$ cat src/rtl/sseg_display_driver_if.sv
// Load/mode/status and segment/anode signals of the seven-segment display driver.
// The master drives the load side and the slave (the driver itself) drives status and display pins.
interface sseg_display_driver_if;
   logic [15:0] value;
   logic        dec;
   logic        load;
   logic        busy;
   logic        overflow;
   logic [6:0]  segments;
   logic [3:0]  anodes;

   modport master (
      output value,
      output dec,
      output load,
      input  busy,
      input  overflow,
      input  segments,
      input  anodes
   );

   modport slave (
      input  value,
      input  dec,
      input  load,
      output busy,
      output overflow,
      output segments,
      output anodes
   );
endinterface

$ cat src/rtl/sseg_display_driver.sv
// 4-digit multiplexed seven-segment driver: hex or decimal display of a latched 16-bit value,
// with a sequential double-dabble converter for decimal mode and a free-running anode scan.
module sseg_display_driver #(
   parameter int unsigned REFRESH_DIV = 100000
) (
   input logic                  clk,
   input logic                  reset,
   sseg_display_driver_if.slave bus
);

   localparam int unsigned CNT_W      = (REFRESH_DIV > 1) ? $clog2(REFRESH_DIV) : 1;
   localparam int unsigned BIN_W      = 16;
   localparam int unsigned BCD_DIGITS = 5;
   localparam int unsigned BCD_W      = 4 * BCD_DIGITS;
   localparam int unsigned CONV_W     = BCD_W + BIN_W;
   localparam int unsigned STEP_W     = 4;
   localparam int unsigned NUM_DIG    = 4;
   localparam int unsigned DIG_W      = 4;
   localparam int unsigned SEG_W      = 7;
   localparam int unsigned IDX_W      = 2;

   localparam logic [SEG_W-1:0]  GLYPH_ZERO = 7'b1000000;
   localparam logic [SEG_W-1:0]  GLYPH_DASH = 7'b0111111;
   localparam logic [STEP_W-1:0] LAST_STEP  = STEP_W'(BIN_W - 1);

   typedef enum logic [1:0] {
      ST_IDLE,
      ST_CONV,
      ST_COMMIT
   } state_t;

   state_t                          state_q;
   logic [BIN_W-1:0]                shift_q;
   logic [BCD_W-1:0]                bcd_q;
   logic [STEP_W-1:0]               step_q;
   logic                            busy_q;
   logic                            overflow_q;
   logic [NUM_DIG-1:0][DIG_W-1:0]   digits_q;
   logic                            dash_q;

   logic [CNT_W-1:0]                scan_cnt_q;
   logic [IDX_W-1:0]                digit_idx_q;
   logic [SEG_W-1:0]                segments_q;
   logic [NUM_DIG-1:0]              anodes_q;

   logic [BCD_W-1:0]                bcd_adj_c;
   logic [CONV_W-1:0]               conv_shift_c;
   logic                            scan_wrap_c;
   logic [IDX_W-1:0]                digit_idx_nxt_c;
   logic [SEG_W-1:0]                segments_nxt_c;

   function automatic logic [SEG_W-1:0] hex_glyph(input logic [DIG_W-1:0] d);
      logic [SEG_W-1:0] g;
      case (d)
         4'h0:    g = 7'b1000000;
         4'h1:    g = 7'b1111001;
         4'h2:    g = 7'b0100100;
         4'h3:    g = 7'b0110000;
         4'h4:    g = 7'b0011001;
         4'h5:    g = 7'b0010010;
         4'h6:    g = 7'b0000010;
         4'h7:    g = 7'b1111000;
         4'h8:    g = 7'b0000000;
         4'h9:    g = 7'b0010000;
         4'hA:    g = 7'b0001000;
         4'hB:    g = 7'b0000011;
         4'hC:    g = 7'b1000110;
         4'hD:    g = 7'b0100001;
         4'hE:    g = 7'b0000110;
         default: g = 7'b0001110;
      endcase
      return g;
   endfunction

   // Double-dabble step: add 3 to every BCD nibble >= 5, then shift {bcd, binary} left by one.
   always_comb begin
      bcd_adj_c = '0;
      for (int i = 0; i < int'(BCD_DIGITS); i++) begin
         if (bcd_q[4*i +: 4] >= 4'd5) begin
            bcd_adj_c[4*i +: 4] = bcd_q[4*i +: 4] + 4'd3;
         end else begin
            bcd_adj_c[4*i +: 4] = bcd_q[4*i +: 4];
         end
      end
      conv_shift_c = {bcd_adj_c, shift_q} << 1;
   end

   // Scan advance and the glyph for the digit that becomes active at the next edge.
   always_comb begin
      scan_wrap_c     = (scan_cnt_q == CNT_W'(REFRESH_DIV - 1));
      digit_idx_nxt_c = digit_idx_q;
      if (scan_wrap_c) begin
         digit_idx_nxt_c = digit_idx_q + IDX_W'(1);
      end
      segments_nxt_c = hex_glyph(digits_q[digit_idx_nxt_c]);
      if (dash_q) begin
         segments_nxt_c = GLYPH_DASH;
      end
   end

   // Load acceptance, decimal conversion FSM and display register.
   always_ff @(posedge clk or posedge reset) begin
      if (reset) begin
         state_q    <= ST_IDLE;
         shift_q    <= '0;
         bcd_q      <= '0;
         step_q     <= '0;
         busy_q     <= 1'b0;
         overflow_q <= 1'b0;
         digits_q   <= '0;
         dash_q     <= 1'b0;
      end else begin
         case (state_q)
            ST_IDLE: begin
               if (bus.load) begin
                  if (bus.dec) begin
                     shift_q <= bus.value;
                     bcd_q   <= '0;
                     step_q  <= '0;
                     busy_q  <= 1'b1;
                     state_q <= ST_CONV;
                  end else begin
                     digits_q   <= bus.value;
                     dash_q     <= 1'b0;
                     overflow_q <= 1'b0;
                  end
               end
            end
            ST_CONV: begin
               bcd_q   <= conv_shift_c[CONV_W-1:BIN_W];
               shift_q <= conv_shift_c[BIN_W-1:0];
               step_q  <= step_q + STEP_W'(1);
               if (step_q == LAST_STEP) begin
                  state_q <= ST_COMMIT;
               end
            end
            ST_COMMIT: begin
               if (bcd_q[BCD_W-1 -: 4] != 4'd0) begin
                  dash_q     <= 1'b1;
                  overflow_q <= 1'b1;
               end else begin
                  digits_q   <= bcd_q[NUM_DIG*DIG_W-1:0];
                  dash_q     <= 1'b0;
                  overflow_q <= 1'b0;
               end
               busy_q  <= 1'b0;
               state_q <= ST_IDLE;
            end
            default: begin
               busy_q  <= 1'b0;
               state_q <= ST_IDLE;
            end
         endcase
      end
   end

   // Anode and segment outputs share one register stage so glyph and anode always match.
   always_ff @(posedge clk or posedge reset) begin
      if (reset) begin
         scan_cnt_q  <= '0;
         digit_idx_q <= '0;
         segments_q  <= GLYPH_ZERO;
         anodes_q    <= 4'b1110;
      end else begin
         scan_cnt_q  <= scan_wrap_c ? '0 : scan_cnt_q + CNT_W'(1);
         digit_idx_q <= digit_idx_nxt_c;
         segments_q  <= segments_nxt_c;
         anodes_q    <= ~(4'b0001 << digit_idx_nxt_c);
      end
   end

   assign bus.busy     = busy_q;
   assign bus.overflow = overflow_q;
   assign bus.segments = segments_q;
   assign bus.anodes   = anodes_q;

endmodule
$ cat src/flat_wrapper.sv
// flat-port wrapper written by rule: the top's interface ports become plain ports
module sseg_display_driver_flat 
#(
   parameter int unsigned REFRESH_DIV = 100000
)
  (clk, reset, bus_value, bus_dec, bus_load, bus_busy, bus_overflow, bus_segments, bus_anodes);
  sseg_display_driver_if bus_i ();
  input logic clk;
  input logic reset;
  input wire logic [$bits(bus_i.value)-1:0] bus_value;
  input wire logic [$bits(bus_i.dec)-1:0] bus_dec;
  input wire logic [$bits(bus_i.load)-1:0] bus_load;
  output wire logic [$bits(bus_i.busy)-1:0] bus_busy;
  output wire logic [$bits(bus_i.overflow)-1:0] bus_overflow;
  output wire logic [$bits(bus_i.segments)-1:0] bus_segments;
  output wire logic [$bits(bus_i.anodes)-1:0] bus_anodes;
  assign bus_i.value = bus_value;
  assign bus_i.dec = bus_dec;
  assign bus_i.load = bus_load;
  assign bus_busy = bus_i.busy;
  assign bus_overflow = bus_i.overflow;
  assign bus_segments = bus_i.segments;
  assign bus_anodes = bus_i.anodes;
  sseg_display_driver #(.REFRESH_DIV(REFRESH_DIV)) u_core (.clk(clk), .reset(reset), .bus(bus_i));
endmodule
$ cat config.mk
export PLATFORM = sky130hd
export DESIGN_NAME = sseg_display_driver_flat
export DESIGN_NICKNAME = d
export VERILOG_FILES = /design/src/rtl/sseg_display_driver_if.sv /design/src/rtl/sseg_display_driver.sv /design/src/flat_wrapper.sv
export SDC_FILE = /design/constraint.sdc
export NUM_CORES = 1
export LEC_CHECK = 0
export ABC_CLOCK_PERIOD_IN_PS = 4140
export BUFFER_PORTS_ARGS = -buffer_cell sky130_fd_sc_hd__buf_2
export CELL_PAD_IN_SITES_DETAIL_PLACEMENT = 1
export CELL_PAD_IN_SITES_GLOBAL_PLACEMENT = 2
export CORE_MARGIN = 10
export CORE_UTILIZATION = 31
export CTS_BUF_LIST = sky130_fd_sc_hd__clkbuf_16
export DETAILED_ROUTE_END_ITERATION = 7
export PLACE_DENSITY_LB_ADDON = 0.15
export REMOVE_ABC_BUFFERS = 1
export SETUP_SLACK_MARGIN = 0.3
export SLEW_MARGIN = 20
export SYNTH_ARGS = -nofsm -noshare
export SYNTH_HDL_FRONTEND = slang
export SYNTH_SLANG_ARGS = --single-unit
$ cat constraint.sdc
create_clock -name clk -period 4.14 [get_ports clk]
set_input_delay 1.035 -clock clk [delete_from_list [all_inputs] [get_ports clk]]
set_output_delay 1.035 -clock clk [all_outputs]
set_load 0.02 [all_outputs]
==> metrics.txt <==
status completed; Pre-Repair DR Iteration Count 4; DP Cell Count 673; Peak VDD IR 0.241 mV; Worst Path Class, Setup reg -> reg; CTS Sinks 90; mux share of post-synthesis cell area 0.0948; CP max stage cell and4_2; Ports 33; detailed placement HPWL 8090 µm; worst-margin pin slew 678 ps; Max Cap Viol 0; crit path buf inv count 2; Reg2Reg Setup Slack 810 ps; number of buffers added on ports 32; post-synthesis cell area 4660 µm²; Synth Area in Adders 0.0510; Setup Buffers After CTS 0; top cells by count, synth dfrtp_1 (86), nand2_1 (58), mux2i_1 (43), nor2_1 (43), a21oi_1 (30); Synth Area in XOR/XNOR 0.0467; hold slack 480 ps; filler-free cell count of the finished design 689; fmax 0.300 GHz; Reg clk slew, reported paths 70 ps; Max stage delay on crit path 510 ps; Synth Area in Compound Gates 0.135; static leakage 2.32 nW; CP arrival 3570 ps; ANT cells 0; Layout Skew 11.9 ps; distinct cell type count of the synthesized netlist 51; Hold Crit Depth 2; dpl ws 547 ps; EDFF count, synth 0; die height 143 µm; Crit path required time 4380 ps; top_reg_cell synth dfrtp_1; hold path start u_core.shift_q[9]; first-pass GRT wire length 19400 µm; overall global routing resource usage 0.119; hold_buf cts 0; row cnt 44; Ys Warns 0; via count 3448; antenna violations before repair 0; post-synthesis async set-or-reset flop share 1.00; crit-path leading delay family simple AND/OR/NAND/NOR gates; largest family of logic cells by synthesized area simple AND/OR/NAND/NOR gates; setup tns final 0 ps; Clock Root Buffer clkbuf_16; initial core utilization 0.318; final setup vio count 0; count leader, synth dfrtp_1; crit-path max FO 17; Fin. Hold Viols 0; vias in the first global route 3746; cell count after synthesis 472; r2r worst-path depth 11; PD cells 659 nW/µm²; hold path endpoint u_core.shift_q[10]; Final Max Slew Viols 0; largest net degree at the start of global routing 53; worst setup slack after layout 808 ps; fin nets 539; period utilization 0.805; layout cells sized above 1 0.147; GPL Wtd Cong 0.800; total power 0.00350 W; max_slew headroom 0.548; simple-gate area share of the yosys netlist 0.145; CTS Buffer Depth 2; R2R Path Start u_core.scan_cnt_q[0]; Iter 0 DRT Violations 128; top cells by area, synth dfrtp_1 (46%), mux2i_1 (9.2%), ha_1 (5.1%), nand2_1 (4.7%), nor2_1 (3.5%); cells along the critical path ha_1 -> and4_4 -> and4_2 -> mux2i_1 -> inv_1 -> nor2_1 -> a21oi_1 -> inv_1 -> ha_1 -> mux2_2 -> a211o_1; CTS tree done; Wirelength per Cell 16.2 µm; die area 20300 µm²; Routed WL 11200 µm; Post-DRT Antenna Nets 0; Hold Path Class reg -> reg; DR vias/cell 5.00; Yosys top cell area share 0.462; Core Footprint 14600 µm²; area grow syn2layout 14.0%; RSZ-0062 raised after global routing false; H-Tree Level Count 3; drt drc 0; TritonCTS Buffers 9; Period minus WS final 3330 ps; Mapped Avg Cell Area 9.87 µm²; worst-skew pair later-pin latency 350 ps; CP Launch Type register; Die X 143 µm; area leader, netlist dfrtp_1; Crit Reg-Reg Endpoint u_core.bus.segments[4]; CP Capture Type register; register area share after synthesis 0.484; Yosys reg bits 90; grt ovf 0
[how the worst max path moves through the flow]
stage	start	endpoint	slack (ps)	cells past startpoint
floorplan	bus_load	u_core.bcd_q[11]	-350	5
global placement	u_core.scan_cnt_q[0]	u_core.bus.segments[4]	700	11
detailed placement	u_core.scan_cnt_q[0]	u_core.bus.segments[4]	550	11
CTS	u_core.scan_cnt_q[0]	u_core.bus.segments[4]	550	11
global route	u_core.scan_cnt_q[0]	u_core.bus.segments[0]	410	12
finish	u_core.scan_cnt_q[0]	u_core.bus.segments[4]	810	11
[placed cells by master (no fill, tap or decap), types with 8 or more instances in the layout]
master      n
a21oi_1    30
buf_2      32
buf_4      10
clkbuf_16   9
dfrtp_1    86
ha_1       19
inv_1      25
mux2i_1    43
nand2_1    58
nand3_1     8
nor2_1     42
o21ai_0    27
o22ai_1    12
xnor2_1    13
xor2_1     10
[final cells by class]
cell class	instances	area, µm²
well taps	184	230
repair buffers	42	235
clock inverters	7	55.1
fillers	1693	9330
clock buffers	9	225
flip-flops and latches	90	2260
multi-input cells	333	2220
inverters	24	92.6
[logic make-up (layout without fill, tap and decap cells)]
logic type / after synthesis / in the layout
buffers and inverters: 49 / 82
muxes: 44 / 44
adders and majority gates: 19 / 19
and+or+nand+nor: 145 / 145
AOI/OAI and AO/OA: 101 / 101
xor gates and xnor gates: 24 / 24
DFF: 90 / 90
[stage by stage]
step / utilization / instance area, µm²
after floorplan: - / 4550
after global placement: 0.343 / 5030
after detailed placement: 0.344 / 5030
after CTS: 0.363 / 5310
after global routing: 0.363 / 5310
final: 0.363 / 5310
[report_power, final]
part	internal [W]	switching (W)	total, W
Clock	0.000457	0.000338	0.000795
Sequential	0.00117	0.000231	0.00140
Combinational	0.000551	0.000757	0.00131
Total	0.00218	0.00133	0.00350
[per-layer routing]
layer,part of all wire,vias to the layer above,GRT usage
met1,0.48,1717,0.146
met2,0.48,32,0.197
met3,0.035,12,0.0352
met5,0,-,0
li1,-,1687,-
met4,0.013,0,0.0380
[state kept, by name (all words and copies together) (netlist names)]
register	count
u_core.state_q	2
u_core.scan_cnt_q	17
u_core.bus.overflow	1
u_core.shift_q	16
u_core.bus.busy	1
u_core.digit_idx_q	2
u_core.bus.anodes	4
u_core.digits_q	16
u_core.bus.segments	7
u_core.step_q	4
u_core.bcd_q	20
[repair_timing]
item,in CTS,in global routing
hold endpoints to repair,0,0
gates resized for setup,0,1
endpoints found under the setup margin,0,2
[worst min-delay path, cell delays in order, from the launching register on]
cell	delay, ps
dfrtp_1	340
nand2_1	50
o21ai_0	60
(Power assumes the default switching activity.)
